--- src/rtl/bound_flasher_pkg.sv ---
// bound_flasher_pkg: shared phase encoding and default level constants for the bound flasher.
//   phase_e    : IDLE..DN3 encoded 0..6 on 3 bits
//   *_D        : default LED count, level width, turnaround and kickback levels
package bound_flasher_pkg;

    typedef enum logic [2:0] {
        IDLE = 3'd0,
        UP1  = 3'd1,
        DN1  = 3'd2,
        UP2  = 3'd3,
        DN2  = 3'd4,
        UP3  = 3'd5,
        DN3  = 3'd6
    } phase_e;

    localparam int NUM_LED_D  = 16;
    localparam int LVL_W_D    = 5;
    localparam int MID_LVL_D  = 5;
    localparam int TOP2_LVL_D = 11;
    localparam int KB_LO_D    = 5;
    localparam int KB_HI_D    = 10;

endpackage

--- src/rtl/thermo_decoder.sv ---
// thermo_decoder: combinational level to thermometer mask, saturating at all-ones.
//   level : IN_W-bit lit count
//   mask  : OUT_W-bit pattern, bit i set when level > i
module thermo_decoder #(
    parameter int IN_W  = 5,
    parameter int OUT_W = 16
) (
    input  logic [IN_W-1:0]  level,
    output logic [OUT_W-1:0] mask
);

    for (genvar i = 0; i < OUT_W; i++) begin : g_bit
        assign mask[i] = 32'(level) > i;
    end

endmodule

--- src/rtl/bound_flash_sequencer.sv ---
// bound_flash_sequencer: clock-enabled phase FSM and lit-level counter with flick kickback.
//   clk, rst  : system clock, synchronous active-high reset
//   flick     : start / kickback request, level-sampled
//   led_state : thermometer LED pattern decoded from level
//   level     : current lit count
//   phase     : current FSM state encoding
//   busy      : high while phase != IDLE
//   done      : one-clock pulse when the sequence completes
module bound_flash_sequencer
    import bound_flasher_pkg::*;
#(
    parameter int NUM_LED  = NUM_LED_D,
    parameter int LVL_W    = LVL_W_D,
    parameter int TICK_DIV = 2,
    parameter int MID_LVL  = MID_LVL_D,
    parameter int TOP2_LVL = TOP2_LVL_D,
    parameter int KB_LO    = KB_LO_D,
    parameter int KB_HI    = KB_HI_D
) (
    input  logic               clk,
    input  logic               rst,
    input  logic               flick,
    output logic [NUM_LED-1:0] led_state,
    output logic [LVL_W-1:0]   level,
    output logic [2:0]         phase,
    output logic               busy,
    output logic               done
);

    localparam int CNT_W = (TICK_DIV > 1) ? $clog2(TICK_DIV) : 1;
    localparam logic [LVL_W-1:0] L_TOP  = LVL_W'(NUM_LED);
    localparam logic [LVL_W-1:0] L_MID  = LVL_W'(MID_LVL);
    localparam logic [LVL_W-1:0] L_TOP2 = LVL_W'(TOP2_LVL);
    localparam logic [LVL_W-1:0] L_KLO  = LVL_W'(KB_LO);
    localparam logic [LVL_W-1:0] L_KHI  = LVL_W'(KB_HI);

    phase_e           state;
    logic [CNT_W-1:0] cnt;
    logic             tick, up, dn, bad;
    logic [LVL_W-1:0] inc, dec;

    assign tick  = cnt == CNT_W'(TICK_DIV - 1);
    assign inc   = level + 1'b1;
    assign dec   = level - 1'b1;
    assign up    = state == UP1 || state == UP2 || state == UP3;
    assign dn    = state == DN1 || state == DN2 || state == DN3;
    // Combinations the FSM can never reach on its own; recover to a clean IDLE.
    assign bad   = level > L_TOP || state > DN3 || (up && level == L_TOP) ||
                   (dn && level == '0) || (state == IDLE && level != '0);
    assign phase = state;

    always_ff @(posedge clk) begin
        if (rst) begin
            state <= IDLE;
            level <= '0;
            cnt   <= '0;
            busy  <= 1'b0;
            done  <= 1'b0;
        end else begin
            done <= 1'b0;
            cnt  <= tick ? '0 : cnt + 1'b1;
            if (bad) begin
                state <= IDLE;
                level <= '0;
                busy  <= 1'b0;
            end else if (state == IDLE) begin
                // Restart the prescaler so the first step lands TICK_DIV clocks later.
                if (flick) begin
                    state <= UP1;
                    cnt   <= '0;
                    busy  <= 1'b1;
                end
            end else if (tick) begin
                case (state)
                    UP1: begin
                        level <= inc;
                        if (inc == L_TOP) state <= DN1;
                    end
                    DN1: begin
                        level <= dec;
                        if (dec == L_MID) state <= UP2;
                    end
                    UP2: begin
                        if (flick && level == L_KHI) begin
                            level <= dec;
                            state <= DN1;
                        end else begin
                            level <= inc;
                            if (inc == L_TOP2) state <= DN2;
                        end
                    end
                    DN2: begin
                        level <= dec;
                        if (dec == '0) state <= UP3;
                    end
                    UP3: begin
                        if (flick && (level == L_KLO || level == L_KHI)) begin
                            level <= dec;
                            state <= DN2;
                        end else begin
                            level <= inc;
                            if (inc == L_TOP) state <= DN3;
                        end
                    end
                    DN3: begin
                        level <= dec;
                        if (dec == '0) begin
                            state <= IDLE;
                            busy  <= 1'b0;
                            done  <= 1'b1;
                        end
                    end
                    default: begin
                        state <= IDLE;
                        level <= '0;
                        busy  <= 1'b0;
                    end
                endcase
            end
        end
    end

    thermo_decoder #(.IN_W(LVL_W), .OUT_W(NUM_LED)) u_thermo (
        .level (level),
        .mask  (led_state)
    );

endmodule

--- config.mk ---
export PLATFORM = sky130hd
export DESIGN_NAME = bound_flash_sequencer
export DESIGN_NICKNAME = d
export VERILOG_FILES = /design/src/rtl/bound_flasher_pkg.sv /design/src/rtl/thermo_decoder.sv /design/src/rtl/bound_flash_sequencer.sv
export SDC_FILE = /design/constraint.sdc
export NUM_CORES = 1
export LEC_CHECK = 0
export CAP_MARGIN = 10
export CORE_UTILIZATION = 45
export CTS_BUF_LIST = sky130_fd_sc_hd__clkbuf_4 sky130_fd_sc_hd__clkbuf_8
export CTS_CLUSTER_DIAMETER = 40
export CTS_CLUSTER_SIZE = 16
export DETAILED_ROUTE_END_ITERATION = 16
export GPL_TIMING_DRIVEN = 0
export HOLD_SLACK_MARGIN = 0.02
export PLACE_DENSITY = 0.73
export SLEW_MARGIN = 0
export SYNTH_ARGS = -nofsm -noshare
export SYNTH_HDL_FRONTEND = slang
export SYNTH_SLANG_ARGS = --single-unit
--- constraint.sdc ---
create_clock -name clk -period 4.1 [get_ports clk]
set_clock_uncertainty 0.1 [all_clocks]
set_input_delay 0.41 -clock clk [delete_from_list [all_inputs] [get_ports clk]]
set_output_delay 0.41 -clock clk [all_outputs]
set_load 0.02 [all_outputs]
==> impl_metrics.yaml, run 1 <==
worst_setup_path:
  path_buf_inv: 2
  worst_setup_path_end_kind: "flip-flop"
  critPathKind: "reg2reg"
  cpLargestDelayFamily: "compound AO/OA/AOI/OAI gates"
  critical_path.cell_chain: "clkbuf_1 > clkinv_1 > ha_1 > nand2_1 > o31a_1 > a221oi_2 > a311oi_1 > a211oi_1"
  start_kind: "flip-flop"
  critPathArrivalTime_ps: 3190
  required_ps: 4180
  critPathSlowestCell: "a221oi_2"
  path_max_fanout: 10
  max_stage_delay_ps: 480
sta:
  fin_setup_tns_ps: 0
  rsz0062_at_grt: "false"
  period_minus_slack_ps: 3110
  drv_slew: 0
  maxSlewHeadroom: 0.399
  worst_slack_ps: 988
  fin_crit_sh: 0.759
  worst_pin_slew_ps: 895
  finalHoldViolCount: 0
  holdWs_ps: 415
  setup_viol: 0
  fmax_ghz: 0.321
routing:
  drtIter0Drc: 44
  via_count: 1433
  firstDrtPassIters: 5
  wirelength_um: 3580
  ant_nets: 0
  vias_per_cell: 6.07
  drc: 0
  wl_per_cell_um: 15.2
global_routing:
  groute.usage.overall: 0.276
  gr-total-overflow: 0
  antenna_found_initial: 0
  grt_pass1_wl_um: 5960
  grt_pass1_vias: 1255
  grt_start_max_net_pins: 11
cells_and_area:
  area_growth_pct: 27.8
  regArea_um2: 220
  multi_input_area_um2: 933
  fin_cells: 236
  drive_above_1_share: 0.0922
  n_antenna_cell: 0
  nFillCells: 231
  layout.nets: 219
logic_synthesis:
  ys_top_cells_by_area: "dfxtp_1 (18%), ha_1 (9.0%), nand2_1 (7.8%)"
  syn_avg_cell_area_um2: 7.18
  ys_ff_latch: 11
  synth_top_flop_cell: "dfxtp_1"
  synth-edff-count: 0
  ys.warnings.count: 0
  syn_nets: 186
  syn_inst: 174
  synth_top_area_share: 0.176
  ys_seq_area_frac: 0.176
  synth_common_cells: "nand2_1 (26), o21ai_0 (17), nor2_1 (16)"
  netlist.top_cell.by_area: "dfxtp_1"
  post-synth-top-count-cell: "nand2_1"
  async_reset_ff_frac: 0
  netlist_area_mm2: 0.00125
  ys_types: 50
die:
  initial_core_util: 0.491
  rows: 18
  die_w_um: 54.7
  die-area_mm2: 0.00299
  io_pins: 29
  die_y_um: 54.7
  design.core.area_mm2: 0.00254
cts:
  post_cts_buffers: 0
  cts_made_buffers: 3
  cts.path.max_buffers: 2
  post_cts_resized: 0
  insertion_delay_ps: 270
  clock_sinks: 11
  cts_hold_buf: 0
  htreeDepth: 1
  cts_tree: "built"
  clkTransAtPathRegs_ps: 70
  cts-root-buf: "clkbuf_4"
placement:
  gp_congestion: 0.930
  port_buffers: 28
  pre_cts_ws_ps: 1090
  dp.final_hpwl_um: 2740
  dpl.cell_count: 232
run:
  maxCapViolCount: 0
hold_path:
  hp-class: "reg2reg"
power_and_ir_drop:
  cellPowerDensity_mw_per_mm2: 457
  ir_drop_mv: 0.486
  power.total_uw: 729
  cellLeakagePower_nw: 0.660
status:
  outcome: "complete, no violations"
-- cell families (layout without fill, tap and decap cells) --
kind of cell               after synthesis  in the layout  share of synthesized area
AOI/OAI and AO/OA                       54             54                      0.289
xor gates and xnor gates                 4              4                     0.0280
adders and majority gates                9              9                     0.0901
buffers and inverters                   20             52                     0.0771
DFF                                     11             11                      0.176
muxes                                    2              2                     0.0160
and+or+nand+nor                         74             74                      0.323
-- power by group --
group | internal [mW] | total, mW | switching, mW
Combinational | 0.199 | 0.495 | 0.296
Clock | 0.0443 | 0.0822 | 0.0379
Sequential | 0.129 | 0.152 | 0.0233
-- cell type report --
class | count | share of cell area
buffer | 11 | 0.0392
multi-input combinational | 143 | 0.584
clock buffer | 4 | 0.0188
sequential | 11 | 0.138
tap | 30 | 0.0235
inverter | 9 | 0.0211
timing repair buffer | 28 | 0.175
-- flip-flops by register name, summed over array words and instances, names as in the netlist --
| name | flops |
|---|---|
| cnt | 1 |
| phase | 3 |
| level | 5 |
| done | 1 |
| busy | 1 |
-- routing by layer --
layer,vias to the layer above,GRT usage,part of all wire
met1,665,0.394,0.46
met2,70,0.420,0.45
met4,0,0.0598,0.011
met5,-,0,0
met3,6,0.0528,0.083
li1,692,-,-
-- tightest hold or removal path, stage by stage (launching register included) --
cell,delay [ps]
dfxtp_1,310
nor2_1,100
nor3_1,60
-- placed cells by master (no fill, tap or decap), drive strengths merged, types with 3 or more instances in the layout --
cell type      count
clkdlybuf4s50     28
nand2             26
o21ai             17
nor2              16
a21oi             12
dfxtp             11
ha                 9
clkbuf             8
inv                7
buf                7
nand2b             5
nor2b              4
nand3              4
xnor2              4
o211ai             3
-- per-stage QoR --
stage	util	instance area, µm²
final	0.628	1600
after global routing	0.628	1600
after CTS	0.628	1600
after detailed placement	0.616	1570
after global placement	0.616	1570
after floorplan	-	1250
-- worst paths after layout --
| check | endpoint | slack [ps] | start | depth (start not counted) |
|---|---|---|---|---|
| worst min-delay path | busy$_SDFFE_PP0P_ | 420 | busy$_SDFFE_PP0P_ | 2 |
| worst min register to register | busy$_SDFFE_PP0P_ | 420 | busy$_SDFFE_PP0P_ | 2 |
| worst max register to register | phase[0]$_SDFFE_PP0P_ | 990 | level[4]$_SDFFE_PP0P_ | 8 |
| worst max-delay path | phase[0]$_SDFFE_PP0P_ | 990 | level[4]$_SDFFE_PP0P_ | 8 |
Note: power is estimated with default switching activity, not from simulation.
==> run 2, diff against run 1 <==
==> constraint.sdc (replaced) <==
create_clock -name clk -period 3.05 [get_ports clk]
set_clock_uncertainty 0.1 [all_clocks]
set_input_delay 0.305 -clock clk [delete_from_list [all_inputs] [get_ports clk]]
set_output_delay 0.305 -clock clk [all_outputs]
set_load 0.02 [all_outputs]
==> run 2 against run 1 <==
Net effect:
- fmax up 12%
- setup slack worse by 710 ps
- total power up 34%
- via count about the same
- die area unchanged
- wire length down 1.2%
- combinational power up 34%
- critical path depth unchanged
- first-iteration DRC count up 11%
- largest power group unchanged
==> impl_metrics.yaml, run 2 (synthesized netlist as in run 1, its figures left out) <==
placement:
  dpl.cell_count: 232
  dp.final_hpwl_um: 2740
  port_buffers: 28
  gp_congestion: 0.930
die:
  die_y_um: 54.7
  initial_core_util: 0.491
  die_w_um: 54.7
  io_pins: 29
  design.core.area_mm2: 0.00254
  die-area_mm2: 0.00299
  rows: 18
cts:
  cts-root-buf: "clkbuf_4"
  htreeDepth: 1
  post_cts_buffers: 0
  clkTransAtPathRegs_ps: 70
  cts_tree: "built"
  insertion_delay_ps: 270
  clock_sinks: 11
  cts.path.max_buffers: 2
  cts_made_buffers: 3
worst_setup_path:
  critPathKind: "reg2reg"
  crit_end: "phase[0]$_SDFFE_PP0P_"
  worstReg2RegEnd: "phase[0]$_SDFFE_PP0P_"
  max_stage_delay_ps: 480
  reg2reg_from: "level[4]$_SDFFE_PP0P_"
  worst_setup_path_end_kind: "flip-flop"
  required_ps: 3130
  cpLargestDelayFamily: "compound AO/OA/AOI/OAI gates"
  startpoint: "level[4]$_SDFFE_PP0P_"
  cp.depth: 8
  critical_path.cell_chain: "clkbuf_2 > clkinvlp_4 > ha_1 > nand2_1 > o31a_1 > a221oi_2 > a311oi_1 > a211oi_1"
  critPathArrivalTime_ps: 2850
  start_kind: "flip-flop"
  r2r_cells: 8
  critPathSlowestCell: "a221oi_2"
  r2r_setup_slack_ps: 280
  path_max_fanout: 10
  path_buf_inv: 2
cells_and_area:
  fin_cells: 236
  layout.nets: 219
  multi_input_area_um2: 933
  largest-register: "level"
  largest_reg_flops: 5
  regArea_um2: 220
  n_antenna_cell: 0
  nFillCells: 231
  final_cell_mix: "clkdlybuf4s50_1 (28), nand2_1 (26), o21ai_0 (17)"
  final_common_cell: "clkdlybuf4s50_1"
  area_growth_pct: 28.2
  drive_above_1_share: 0.102
global_routing:
  gr-total-overflow: 0
  grt_pass1_vias: 1255
  antenna_found_initial: 0
  groute.usage.overall: 0.276
  grt_start_max_net_pins: 11
  grt_pass1_wl_um: 5960
sta:
  worst_pin_slew_ps: 882
  setup_viol: 0
  maxSlewHeadroom: 0.407
  drv_slew: 0
  fmax_ghz: 0.361
  finalHoldViolCount: 0
  rsz0062_at_grt: "false"
  fin_setup_tns_ps: 0
  period_minus_slack_ps: 2770
  fin_crit_sh: 0.908
hold_path:
  holdPathStages: 2
  hp-class: "reg2reg"
run:
  maxCapViolCount: 0
routing:
  drtIter0Drc: 49
  wirelength_um: 3540
  drc: 0
  vias_per_cell: 6.07
  ant_nets: 0
  via_count: 1432
  firstDrtPassIters: 4
  wl_per_cell_um: 15.0
power_and_ir_drop:
  ir_drop_mv: 0.652
  cellPowerDensity_mw_per_mm2: 611
  cellLeakagePower_nw: 0.664
status:
  outcome: "complete, no violations"
## run 2: final cells by class
class / count / share of cell area
Sequential cell: 11 / 0.137
Multi-Input combinational cell: 143 / 0.582
Tap cell: 30 / 0.0234
Timing Repair Buffer: 28 / 0.175
Buffer: 11 / 0.0398
Inverter: 9 / 0.0234
Clock buffer: 4 / 0.0187
## run 2: worst register-to-register path: cells and delay by family, from the launching register on
kind / cells / cell delay [ps]
AOI/OAI and AO/OA: 4 / 1200
buffers and inverters: 2 / 530
DFF: 1 / 390
adders and majority gates: 1 / 390
and+or+nand+nor: 1 / 70
## run 2: through the flow
stage / setup WS (ps) / util / hold slack (ps) / total power [mW] / instance area, µm²
detailed placement: 44.0 / 0.616 / 402 / 0.859 / 1570
global route: 12.7 / 0.630 / 462 / 1.05 / 1600
CTS: 14.5 / 0.628 / 417 / 0.974 / 1600
floorplan: 439 / - / 284 / 0.654 / 1250
global placement: 87.3 / 0.616 / 379 / 0.852 / 1570
finish: 280 / 0.630 / 416 / 0.980 / 1600
## run 2: metal layers
metal	global-route usage	vias to the layer above	share of wire
met2	0.420	75	0.44
li1	-	695	-
met3	0.0528	8	0.088
met5	0	-	0
met4	0.0598	0	0.013
met1	0.394	654	0.46
## run 2: how the worst min path moves through the flow
stage                           start                end
CTS                 busy$_SDFFE_PP0P_  busy$_SDFFE_PP0P_
global route           cnt$_SDFF_PP0_     cnt$_SDFF_PP0_
global placement    busy$_SDFFE_PP0P_  busy$_SDFFE_PP0P_
floorplan                         rst     cnt$_SDFF_PP0_
finish              busy$_SDFFE_PP0P_  busy$_SDFFE_PP0P_
detailed placement  busy$_SDFFE_PP0P_  busy$_SDFFE_PP0P_
## run 2: repair_timing
action,CTS,global route
gates resized for setup,0,3
hold endpoints to repair,0,0
hold buffers,0,0
endpoints found under the setup margin,0,3
## run 2: power by group
group / internal (mW) / switching, mW
logic: 0.268 / 0.397
registers: 0.173 / 0.0311
clock network: 0.0596 / 0.0511
total: 0.501 / 0.479
==> run 3, diff against run 2 <==
--- a/config.mk
+++ b/config.mk
@@ -14,6 +14,7 @@
 export GPL_TIMING_DRIVEN = 0
 export HOLD_SLACK_MARGIN = 0.02
 export PLACE_DENSITY = 0.73
+export SKIP_LAST_GASP = 1
 export SLEW_MARGIN = 0
 export SYNTH_ARGS = -nofsm -noshare
 export SYNTH_HDL_FRONTEND = slang
==> results of run 3 <==
The final DEF is identical to that of run 2; final timing and power are the same.
==> RTL change 1 (settings of run 2) <==
Set the package constant `LVL_W_D` to 10 (it was 5).
--- a/src/rtl/bound_flasher_pkg.sv
+++ b/src/rtl/bound_flasher_pkg.sv
@@ -14,7 +14,7 @@
     } phase_e;
 
     localparam int NUM_LED_D  = 16;
-    localparam int LVL_W_D    = 5;
+    localparam int LVL_W_D    = 10;
     localparam int MID_LVL_D  = 5;
     localparam int TOP2_LVL_D = 11;
     localparam int KB_LO_D    = 5;
Ports: changed (resized level); port bits go from 29 to 34. No check against the original RTL was run, so the function may have changed too.
==> RTL change 1 against run 2 <==
Worst setup slack got worse by 110 ps; total power rose by 13%; area after synthesis rose by 40%; worst hold slack got worse by 51 ps; routed wire length rose by 52%; first-iteration DRC count rose to 5.2 times the old value; sequential cell count rose by 5; design area rose by 40%; critical endpoint is now led_state[1]; largest cell class unchanged; highest routed layer unchanged.
==> RTL change 1: results (changes against run 2) <==
The flow ran to the end, and the final reports show no timing, DRC or antenna violations. The area growth from synthesis to layout is 29.0%. Maximum resistive drop on vdd: 0.000219 V (-66%). The proportion of cell area spent on the clock network is 0.0245 (+0.00572), and the worst-case hold slack is 365 ps (-51.1 ps). The placed wire-length estimate was 3.92 mm (+43%).

The number of distinct library cells after synthesis is 56 (+12%), and the fraction of area in multi-input gates is 0.586 (+0.00352). The first-pass GRT wire length was 8.91 mm (+50%); the via count normalized by instance count was 6.18 (+1.8%). The run gives 1 (+1) as the post-cts gate resize count. The setup slack on the worst flop-to-flop path is 180 ps (-100 ps), and the area share of buffers outside the clock network is 0.200 (-0.0146).

The tools report the sequential fraction of the synthesis area as 0.184 (+0.00734). The tools report the start of the worst register-to-register path as level[1]$_SDFFE_PP0P_. The slowest library cell on the worst path was sky130_fd_sc_hd__or4_4. The die width came out at 64.3 µm (+18%). The kind of cell adding the most delay to the critical path is simple AND/OR/NAND/NOR gates.

The run gives 328 (+39%) as the number of cells in the finished layout apart from fillers. The global routing met2 resource utilization came out at 0.436 (+0.0158). The compound-cell area share of the yosys netlist came out at 0.259 (-0.0305).

The commonest cells after synthesis are sky130_fd_sc_hd__nand2_1 (24), sky130_fd_sc_hd__dfxtp_1 (16), sky130_fd_sc_hd__nor2_1 (16). The overall fraction of global-route tracks in use was 0.272 (-0.00363). Multiplexer fraction of the synthesized cell area: 0.0115 (-0.00455).

For the placed cell area, the log shows 0.00214 mm² (+36%). The last weighted congestion value of the routability-driven placer was 0.913 (-1.8%); the met1 capacity usage during global routing was 0.365 (-0.0291). The count of routing violations after the opening detailed-route iteration is 256 (+420%), and the fraction of layout cells with a size suffix above 1 is 0.154 (+0.0516). In this run the clock root is driven by a sky130_fd_sc_hd__clkbuf_8.

Sequential share of cell area: 0.143 (+0.00546).
## RTL change 1: worst max path at each step
stage,startpoint,endpoint,slack [ps],cells past startpoint
floorplan,level[0]$_SDFFE_PP0P_,phase[0]$_SDFFE_PP0P_,240,10
global placement,level[0]$_SDFFE_PP0P_,phase[0]$_SDFFE_PP0P_,-1,10
detailed placement,level[0]$_SDFFE_PP0P_,phase[0]$_SDFFE_PP0P_,-50,10
CTS,level[0]$_SDFFE_PP0P_,phase[0]$_SDFFE_PP0P_,8,10
global route,level[7]$_SDFFE_PP0P_,led_state[1],3,7
finish,level[7]$_SDFFE_PP0P_,led_state[1],170,7
## RTL change 1: power by group through the flow
stage,Combinational (µW),Clock (µW),Sequential (µW)
floorplan,393,0,286
global placement,593,0,268
detailed placement,598,0,269
CTS,605,203,264
global route,689,214,271
finish,632,206,266
## RTL change 1: routing by layer
layer  wire length [µm]  part of all wire
met4                114             0.021
met1               2310              0.43
met5                  0                 0
met3                438             0.081
met2               2520              0.47
==> RTL change 2 (flow settings as in run 2) <==
Made on the original files. Put a register stage on the output `led_state`, cleared by the reset. The value now appears one clock later. The other outputs are not delayed to match.
--- a/src/rtl/bound_flash_sequencer.sv
+++ b/src/rtl/bound_flash_sequencer.sv
@@ -33,6 +33,8 @@
     localparam logic [LVL_W-1:0] L_TOP2 = LVL_W'(TOP2_LVL);
     localparam logic [LVL_W-1:0] L_KLO  = LVL_W'(KB_LO);
     localparam logic [LVL_W-1:0] L_KHI  = LVL_W'(KB_HI);
+
+    logic [NUM_LED-1:0] led_state_d;
 
     phase_e           state;
     logic [CNT_W-1:0] cnt;
@@ -122,8 +124,16 @@
 
     thermo_decoder #(.IN_W(LVL_W), .OUT_W(NUM_LED)) u_thermo (
         .level (level),
-        .mask  (led_state)
+        .mask  (led_state_d)
     );
+
+    always_ff @(posedge clk) begin
+        if (rst) begin
+            led_state <= '0;
+        end else begin
+            led_state <= led_state_d;
+        end
+    end
 
 endmodule
 
Check against the original RTL: not equivalent (Yosys sat finds a counterexample within 4 cycles, from zero or initial values and one cycle with rst high).
==> RTL change 2 against run 2 <==
Cell count up 13%; count of clock-buffer cells in the layout fell by 1; area after synthesis increased by 27%; worst setup slack got worse by 23 ps; routed wire length shrank 0.48%; design area increased by 21%; utilization down 5.5 points; highest routed layer unchanged; total power is 0.87% lower; largest cell class unchanged; sequential cell count up 16.
==> RTL change 2: results (changes against run 2) <==
The worst min-delay path category is input port to flop. The worst-case hold slack is 230 ps (-187 ps), and the cell count after placement is 265 (+14%). The tools report the setup slack on the worst flop-to-flop path as 260 ps (-20 ps).

The tools report the via count of the first global-routing pass as 1290 (+2.8%). The number of flip-flops in the largest register works out to 16 (+11). The number of standard cells after synthesis is 192 (+10%), and the detailed-route via count is 1502 (+4.9%).

The largest register by flop count was led_state. The async set-or-reset flop fraction in the synthesized netlist came out at 0 (unchanged). The placed cell area was 0.00191 mm² (+22%). The worst-path maximum fanout works out to 6 (-4). The global-route track usage on met3 was 0.0315 (-0.0213); the last weighted congestion value of the routability-driven placer was 0.902 (-2.9%).

Switching component of the power: 380 µW (-21%). The most critical setup path has its startpoint at level[0]$_SDFFE_PP0P_. For the remaining max-slew budget at the tightest pin, the log shows 0.446 (+0.0392). The maximum resistive drop on vdd is 0.000329 V (-49%). Broken down by cell family, the worst path's largest delay share belongs to simple AND/OR/NAND/NOR gates. The tools report the leakage power as 0.000713 µW (+7.4%). The clock-pin slew on the worst setup and hold paths was 150 ps (+80 ps); the sequential logic power was 403 µW (+98%).

The fraction of layout cells with a size suffix above 1 works out to 0.0633 (-0.0386). The worst setup slack after placement is 36.7 ps (-7.28 ps). The highest cell delay on the worst timing path is 390 ps (-90 ps), and the number of distinct library cells after synthesis is 48 (-4.0%). Slowest library cell on the worst path: sky130_fd_sc_hd__dfxtp_1. The run gives 0.342 (+0.165) as the sequential fraction of the synthesis area. Clock period minus final worst setup slack: 2790 ps (+23.3 ps).

The pin count of the biggest net entering global routing came out at 17 (+6). The count of routing violations after the opening detailed-route iteration was 105 (+110%). The detailed route wirelength on metal3 was 283 µm (-8.7%). The met1 capacity usage during global routing is 0.307 (-0.0873). The count of nets after finishing is 234 (+6.8%), and the number of clock buffers inserted by TritonCTS is 3 (unchanged). The count of buffers from port buffering was 27 (-3.6%). The run finished with clean final reports. Via count normalized by instance count: 5.63 (-7.3%). The sum of routed wire segments on met1 is 1.59 mm (-2.8%), and the area occupied by multi-input gates is 927 µm² (-0.67%). The placed wire-length estimate is 2.75 mm (+0.45%), and the later-pin clock latency in the skew report is 330 ps (+60 ps). For the post-synth net total, the log shows 204 (+9.7%). The overall fraction of global-route tracks in use came out at 0.215 (-0.0609).

The commonest cells after synthesis are sky130_fd_sc_hd__dfxtp_1 (27), sky130_fd_sc_hd__nor2_1 (23), sky130_fd_sc_hd__a21oi_1 (21). For the peak clock frequency supported by timing, the log shows 358 MHz (-0.84%). The final wirelength is 3.52 mm (-0.48%). The startpoint identified for the worst hold timing path is rst. The cell area power density was 502 mW/mm² (-18%).

Sorting the synthesized cells by area gives the leading types as sky130_fd_sc_hd__dfxtp_1 (34%), sky130_fd_sc_hd__ha_1 (7.1%), sky130_fd_sc_hd__a21oi_1 (6.6%), sky130_fd_sc_hd__nor2_1 (5.5%), sky130_fd_sc_hd__inv_1 (2.4%). For the number of detailed-routing iterations run before antenna repair, the log shows 5 (+1). The worst hold path terminates at led_state[13]$_SDFF_PP0_. The number of fill cells is 322 (+39%), and the wire length on met2 is 1.61 mm (+4.1%).
[RTL change 2: timing repair]
item / 4_1_cts / 5_1_grt
setup endpoints to repair: 0 / 2
hold endpoints to repair: 0 / 0
setup buffers: 0 / 0
[RTL change 2: logic make-up (layout without fill, tap and decap cells)]
kind of cell	Yosys count	count (layout)	synth area share
simple gates	68	68	0.237
mux	4	4	0.0269
xor+xnor	4	4	0.0221
flops	27	27	0.342
fa+ha+maj	9	9	0.0711
buf+inv	24	53	0.0727
compound gates	56	56	0.228
[RTL change 2: cell type report]
| cell class | instances | area share |
|---|---|---|
| Buffer | 12 | 0.0362 |
| Clock buffer | 3 | 0.0117 |
| Clock inverter | 1 | 0.00388 |
| Inverter | 10 | 0.0194 |
| Multi-Input combinational cell | 141 | 0.480 |
| Sequential cell | 27 | 0.280 |
| Tap cell | 46 | 0.0298 |
| Timing Repair Buffer | 27 | 0.140 |
